File: src/rtl/uart_boot_loader_pkg.sv
// Shared definitions for the UART boot loader: FSM states, frame magic byte
// and LEN field width.
package uart_boot_loader_pkg;

  typedef enum logic [2:0] {
    ST_IDLE  = 3'd0,
    ST_LEN0  = 3'd1,
    ST_LEN1  = 3'd2,
    ST_DATA  = 3'd3,
    ST_CSUM  = 3'd4,
    ST_DONE  = 3'd5,
    ST_ERROR = 3'd6
  } boot_state_t;

  localparam logic [7:0]  BOOT_MAGIC = 8'hA5;
  localparam int unsigned LEN_W      = 16;

  // States in which a stalled link is timed out.
  function automatic logic in_frame(input boot_state_t s);
    return (s == ST_LEN0) || (s == ST_LEN1) || (s == ST_DATA) || (s == ST_CSUM);
  endfunction

endpackage

File: src/rtl/uart_byte_strobe.sv
// Registered rising-edge detector on the receiver's byte_ready level; captures
// the byte in the same cycle so consumers see strobe and data together.
module uart_byte_strobe (
  input  logic       clk_i,
  input  logic       rst_i,
  input  logic       byte_ready_i,
  input  logic [7:0] byte_i,
  output logic       strobe_o,
  output logic [7:0] byte_o
);

  logic       ready_q, ready_d;
  logic       strobe_q, strobe_d;
  logic [7:0] byte_q, byte_d;

  // Edge detect and byte capture.
  always_comb begin
    ready_d  = byte_ready_i;
    strobe_d = byte_ready_i & ~ready_q;
    if (strobe_d) begin
      byte_d = byte_i;
    end else begin
      byte_d = byte_q;
    end
  end

  // Strobe/byte registers.
  always_ff @(posedge clk_i) begin
    if (rst_i) begin
      ready_q  <= 1'b0;
      strobe_q <= 1'b0;
      byte_q   <= 8'h00;
    end else begin
      ready_q  <= ready_d;
      strobe_q <= strobe_d;
      byte_q   <= byte_d;
    end
  end

  assign strobe_o = strobe_q;
  assign byte_o   = byte_q;

endmodule

File: src/rtl/uart_boot_loader.sv
// Turns a framed UART byte stream (A5, LEN, payload words, XOR checksum) into
// instruction-RAM writes, holding the CPU in reset until a good image lands.
module uart_boot_loader
  import uart_boot_loader_pkg::*;
#(
  parameter int ADDR_W         = 12,
  parameter int BASE_ADDR      = 0,
  parameter int TIMEOUT_CYCLES = 10_000_000
) (
  input  logic              clk_i,
  input  logic              rst_i,
  input  logic [7:0]        byte_i,
  input  logic              byte_ready_i,
  output logic              mem_we_o,
  output logic [ADDR_W-1:0] mem_addr_o,
  output logic [31:0]       mem_wdata_o,
  output logic              cpu_reset_o,
  output logic              done_o,
  output logic              error_o
);

  localparam int CNT_W = (TIMEOUT_CYCLES > 2) ? $clog2(TIMEOUT_CYCLES) : 1;
  // Expiry fires on the cycle the idle count would step onto TIMEOUT_CYCLES-1.
  localparam logic [CNT_W-1:0] CNT_LAST = CNT_W'(TIMEOUT_CYCLES - 2);
  localparam logic [31:0]      CAPACITY = 32'd1 << ADDR_W;

  logic       strobe;
  logic [7:0] rx_byte;

  uart_byte_strobe u_strobe (
    .clk_i        (clk_i),
    .rst_i        (rst_i),
    .byte_ready_i (byte_ready_i),
    .byte_i       (byte_i),
    .strobe_o     (strobe),
    .byte_o       (rx_byte)
  );

  boot_state_t       state_q, state_d;
  logic [LEN_W-1:0]  len_q, len_d;
  logic [LEN_W-1:0]  widx_q, widx_d;
  logic [1:0]        lane_q, lane_d;
  logic [31:0]       word_q, word_d;
  logic [7:0]        csum_q, csum_d;
  logic [CNT_W-1:0]  cnt_q, cnt_d;
  logic              we_q, we_d;
  logic [ADDR_W-1:0] addr_q, addr_d;
  logic [31:0]       wdata_q, wdata_d;
  logic              done_q, done_d;
  logic              error_q, error_d;
  logic              cpu_reset_q, cpu_reset_d;
  logic [LEN_W-1:0]  len_full;

  // Next-state, word assembly, checksum and idle-timeout logic.
  always_comb begin
    state_d     = state_q;
    len_d       = len_q;
    widx_d      = widx_q;
    lane_d      = lane_q;
    word_d      = word_q;
    csum_d      = csum_q;
    cnt_d       = '0;
    we_d        = 1'b0;
    addr_d      = addr_q;
    wdata_d     = wdata_q;
    done_d      = done_q;
    error_d     = error_q;
    cpu_reset_d = cpu_reset_q;
    len_full    = {rx_byte, len_q[7:0]};

    if (in_frame(state_q) && !strobe) begin
      if (cnt_q == CNT_LAST) begin
        state_d = ST_ERROR;
        error_d = 1'b1;
      end else begin
        cnt_d = cnt_q + 1'b1;
      end
    end

    case (state_q)
      ST_IDLE, ST_ERROR: begin
        if (strobe && (rx_byte == BOOT_MAGIC)) begin
          state_d = ST_LEN0;
          error_d = 1'b0;
          csum_d  = 8'h00;
        end
      end
      ST_LEN0: begin
        if (strobe) begin
          len_d[7:0] = rx_byte;
          state_d    = ST_LEN1;
        end
      end
      ST_LEN1: begin
        if (strobe) begin
          len_d = len_full;
          if (32'(len_full) > CAPACITY) begin
            state_d = ST_ERROR;
            error_d = 1'b1;
          end else if (len_full == 16'd0) begin
            state_d = ST_CSUM;
          end else begin
            state_d = ST_DATA;
            widx_d  = 16'd0;
            lane_d  = 2'd0;
          end
        end
      end
      ST_DATA: begin
        if (strobe) begin
          // Little-endian: shifting right leaves the first byte in lane 0.
          word_d = {rx_byte, word_q[31:8]};
          csum_d = csum_q ^ rx_byte;
          lane_d = lane_q + 2'd1;
          if (lane_q == 2'd3) begin
            we_d    = 1'b1;
            addr_d  = ADDR_W'(BASE_ADDR + 32'(widx_q));
            wdata_d = word_d;
            widx_d  = widx_q + 16'd1;
            if (widx_q == (len_q - 16'd1)) begin
              state_d = ST_CSUM;
            end
          end
        end
      end
      ST_CSUM: begin
        if (strobe) begin
          if (rx_byte == csum_q) begin
            state_d     = ST_DONE;
            done_d      = 1'b1;
            cpu_reset_d = 1'b0;
          end else begin
            state_d = ST_ERROR;
            error_d = 1'b1;
          end
        end
      end
      ST_DONE: begin
        state_d = ST_DONE;
      end
      default: begin
        state_d = ST_IDLE;
      end
    endcase
  end

  // State and output registers.
  always_ff @(posedge clk_i) begin
    if (rst_i) begin
      state_q     <= ST_IDLE;
      len_q       <= '0;
      widx_q      <= '0;
      lane_q      <= 2'd0;
      word_q      <= 32'h0;
      csum_q      <= 8'h00;
      cnt_q       <= '0;
      we_q        <= 1'b0;
      addr_q      <= '0;
      wdata_q     <= 32'h0;
      done_q      <= 1'b0;
      error_q     <= 1'b0;
      cpu_reset_q <= 1'b1;
    end else begin
      state_q     <= state_d;
      len_q       <= len_d;
      widx_q      <= widx_d;
      lane_q      <= lane_d;
      word_q      <= word_d;
      csum_q      <= csum_d;
      cnt_q       <= cnt_d;
      we_q        <= we_d;
      addr_q      <= addr_d;
      wdata_q     <= wdata_d;
      done_q      <= done_d;
      error_q     <= error_d;
      cpu_reset_q <= cpu_reset_d;
    end
  end

  assign mem_we_o    = we_q;
  assign mem_addr_o  = addr_q;
  assign mem_wdata_o = wdata_q;
  assign done_o      = done_q;
  assign error_o     = error_q;
  assign cpu_reset_o = cpu_reset_q;

endmodule

File: config.mk
export PLATFORM = sky130hd
export DESIGN_NAME = uart_boot_loader
export DESIGN_NICKNAME = d
export VERILOG_FILES = /design/src/rtl/uart_boot_loader_pkg.sv /design/src/rtl/uart_byte_strobe.sv /design/src/rtl/uart_boot_loader.sv
export SDC_FILE = /design/constraint.sdc
export NUM_CORES = 1
export LEC_CHECK = 0
export ABC_AREA = 1
export CAP_MARGIN = 15
export CORE_ASPECT_RATIO = 2
export CORE_MARGIN = 2
export CORE_UTILIZATION = 62
export CTS_CLUSTER_DIAMETER = 120
export DETAILED_ROUTE_END_ITERATION = 7
export GPL_TIMING_DRIVEN = 1
export PLACE_DENSITY = 0.86
export SYNTH_ARGS = -nofsm -noshare
export SYNTH_HDL_FRONTEND = slang
export SYNTH_SLANG_ARGS = --single-unit
File: constraint.sdc
create_clock -name clk_i -period 5.4 [get_ports clk_i]
set_input_delay 0.54 -clock clk_i [delete_from_list [all_inputs] [get_ports clk_i]]
set_output_delay 0.54 -clock clk_i [all_outputs]
set_load 0.02 [all_outputs]
==> flow_summary.rst <==
.. list-table::
   :header-rows: 1

   * - Metric
     - Value
   * - Most Frequent Cell on Critical Path
     - inv_2
   * - Longest Clk Path Bufs
     - 2
   * - Highest layer used for signal routing
     - met4
   * - Final wirelength
     - 18300 um
   * - Total routing resource utilization after global routing
     - a little under a third
   * - Clock tree from TritonCTS
     - built
   * - Post-CTS setup buffers
     - 0
   * - Drt first pass iters
     - 8
   * - Worst Tran Pin Value
     - 0.889 ns
   * - CTS-repair resized insts
     - 0
   * - Most instantiated library cell after synthesis
     - nand2_1
   * - Clock slew at reported path FFs
     - around 0.06 ns
   * - Number of DRC violations after detailed routing
     - 0
   * - Average via count per standard cell
     - 5.71
   * - Cell leakage power
     - 3.22 nW
   * - Summed negative setup slack over all endpoints
     - 0 ns
   * - Htree depth
     - 4
   * - Fraction of layout cells with a size suffix above 1
     - 5.88%
   * - Total number of vias
     - 6632
   * - Largest area contributor in the synthesized netlist
     - dfxtp_1
   * - Met2 wire length
     - 9770 um
   * - Cell types occupying the most area after synthesis
     - dfxtp_1 (43%), nand2_1 (9.5%), nor2_1 (6.5%)
   * - Port Buffers
     - 58
   * - Category of the most critical setup path
     - flop to flop
   * - Fraction of registers with async set/reset
     - 0%
   * - Sequential share of the synthesized area
     - 43.3%
   * - Crit path buf inv count
     - 4
   * - Post-synth top area share
     - 43.3%
   * - Number of enable-type register cells in the synthesized netlist
     - 0
   * - WHS
     - 0.453 ns
   * - Maximum fanout along the worst path
     - 42
   * - Worst endpoint data arrival time
     - roughly 3.3 ns
   * - Worst slack after detailed placement
     - 2.55 ns
   * - Cts hold-fix bufs
     - 0
   * - Yosys synthesis warning count
     - 0
   * - Number of endpoints with negative hold slack in the final report
     - 0
   * - Net count reported at finish
     - 1024
   * - Synthesized netlist net count
     - 985
   * - Instance count after placement with tap cells included
     - 1129
   * - Root Buffer Master
     - clkbuf_16
   * - CP Launch Type
     - flop
   * - Filler-free cell count of the finished design
     - 1161
   * - Min cycle time layout
     - between 2 and 3 ns
   * - Global-route wire length before repair
     - ~30000 um
   * - Worst path cell trace
     - nand2_1 > nor2_4 > inv_2 > nor2_8 > inv_4 > nor2_8 > inv_2 > nor2_2 > inv_2 > o21ai_0
   * - Wire length per cell
     - ~16 um
   * - Number of synthesized register bits
     - 151
   * - Ports
     - between 50 and 60
   * - Post-route fraction of the period consumed by the critical path
     - around 55%
   * - Maximum clock frequency
     - 338 MHz
   * - Final Skew
     - 0.0113 ns
   * - Run status
     - completed
   * - Inserted Clock Buffers
     - 17
   * - Post-detailed-route count of antenna-violating nets
     - 0
   * - Largest net degree at the start of global routing
     - 94
   * - Worst hold-check path type
     - flop to flop
   * - Vias in the first global route
     - ~6400
   * - Synth Area per Inst
     - roughly 7.2 sq um
   * - Final core utilization
     - 74.5%
   * - Power density relative to cell area
     - 333 mW/mm^2
   * - Data required time of the worst path
     - 5.74 ns
   * - Antenna Cells
     - 0
   * - Gate Count Post-Synth
     - 969
   * - Core Footprint
     - 0.0109 sq mm
   * - Slowest CP cell
     - dfxtp_1
   * - Met3 wirelength from detailed routing
     - 795 um
   * - TritonCTS Sinks
     - 151
   * - M1 WL
     - 6410 um
   * - Commonest cells in the synthesized netlist
     - nand2_1 (176), dfxtp_1 (151), nor2_1 (121), inv_1 (90), a21oi_1 (89)
   * - Final HPWL DP
     - 12500 um
   * - Grt ovf
     - 0
   * - Post-synthesis cell type count
     - 38
   * - Worst Setup End Kind
     - flop
   * - Starting DRC count in detailed routing
     - 512
   * - Max-slew headroom
     - 40.5%
   * - Unrepaired setup endpoints after global routing
     - false
   * - Vertical die dimension
     - ~150 um
   * - Final Wtd Congestion
     - 0.946
   * - Die footprint
     - 0.0122 sq mm
   * - Maximum vdd drop
     - 0.000267 V
   * - Chip Width
     - between 70 and 80 um
   * - Worst-Skew Late Latency
     - 0.42 ns
   * - Smallest setup slack after layout
     - 2.44 ns
   * - Synthesized area
     - 0.00699 sq mm
   * - Initial core utilization
     - 63.9%
   * - Area growth, synth to finish
     - 16.6%
   * - Number of pins with negative max-slew slack in the final report
     - 0
   * - Crit-path max cell delay
     - 0.43 ns
   * - Initial antenna violation count
     - 0
   * - Final setup violation count
     - 0
   * - Core Rows
     - 54
   * - Number of max-cap violations
     - 0
   * - Largest delay share family, worst path
     - simple AND/OR/NAND/NOR gates
   * - Leading register cell type out of synthesis
     - dfxtp_1
[per-layer routing]
metal / GRT usage [%] / vias to the layer above
met5: 0 / -
met4: 20.9 / 0
met3: 5.63 / 100
met2: 56.6 / 249
met1: 30.4 / 3025
li1: - / 3258
[metrics by stage]
step | instance area [sq um] | power (mW)
2_1_floorplan | 6990 | 1.48
3_3_place_gp | 7560 | 1.54
3_5_place_dp | 7560 | 1.55
4_1_cts | 8150 | 2.70
5_1_grt | 8150 | 2.81
6_report | 8150 | 2.71
[where the power goes]
| part | switching, mW | internal [mW] |
|---|---|---|
| logic | 0.237 | 0.119 |
| registers | 0.0362 | 1.15 |
| clock network | 0.460 | 0.709 |
[worst reg2reg max path, cell delays in order, from the launching register on]
cell,delay (ns)
dfxtp_1,0.43
nand2_1,0.13
nor2_4,0.33
inv_2,0.24
nor2_8,0.21
inv_4,0.18
nor2_8,0.36
inv_2,0.37
nor2_2,0.23
inv_2,0.18
o21ai_0,0.20
[layout by cell type, fill, tap and decap left out, types with 3 or more instances in the layout]
| cell type | netlist | routed |
|---|---|---|
| a21oi_1 | 89 | 89 |
| clkbuf_16 | 0 | 17 |
| dfxtp_1 | 151 | 151 |
| nand3b_1 | 3 | 3 |
| ha_1 | 5 | 5 |
| inv_2 | 5 | 6 |
| nor3_1 | 21 | 21 |
| clkinv_4 | 0 | 3 |
| inv_1 | 90 | 89 |
| o21ai_0 | 84 | 84 |
| o21ai_1 | 20 | 20 |
| nor2_1 | 121 | 121 |
| xnor2_1 | 14 | 14 |
| clkdlybuf4s50_1 | 0 | 58 |
| clkinvlp_4 | 0 | 3 |
| nor4_1 | 8 | 8 |
| nand3_1 | 71 | 71 |
| nor2_8 | 3 | 3 |
| nand2_1 | 176 | 176 |
| xor2_1 | 24 | 24 |
| clkbuf_1 | 25 | 4 |
| nand4_1 | 14 | 14 |
| nor2_4 | 3 | 3 |
| nor2_2 | 7 | 7 |
[logic make-up (layout without fill, tap and decap cells)]
logic type | after synthesis | in the layout | share of synthesized area [%]
xor+xnor | 38 | 38 | 4.76
compound gates | 201 | 201 | 14.9
simple gates | 436 | 436 | 28.0
flops | 151 | 151 | 43.3
fa+ha+maj | 5 | 5 | 0.895
buf+inv | 138 | 190 | 8.15
[final timing paths]
kind	start	endpoint	slack (ns)	cells past startpoint
min reg2reg	done_o$_SDFFE_PP0P_	done_o$_SDFFE_PP0P_	0.45	2
min	done_o$_SDFFE_PP0P_	done_o$_SDFFE_PP0P_	0.45	2
max reg2reg	state_q[1]$_SDFF_PP0_	mem_wdata_o[9]$_SDFFE_PP0P_	2.44	10
max	state_q[1]$_SDFF_PP0_	mem_wdata_o[9]$_SDFFE_PP0P_	2.44	10
[sequential cells by signal, summed over array words and instances (netlist names), 2 cells and up]
name / count
cnt_q: 24
state_q: 3
word_q: 24
mem_wdata_o: 32
widx_q: 16
lane_q: 2
len_q: 16
csum_q: 8
u_strobe.byte_o: 8
mem_addr_o: 12
[layout make-up]
type | count | area (sq um)
clock buffers | 23 | 468
flip-flops and latches | 151 | 3020
well taps | 140 | 175
repair buffers | 60 | 596
inverters | 98 | 374
fillers | 853 | 2800
multi-input cells | 680 | 3400
clock inverters | 9 | 118
Note: power is estimated with default switching activity, not from simulation.
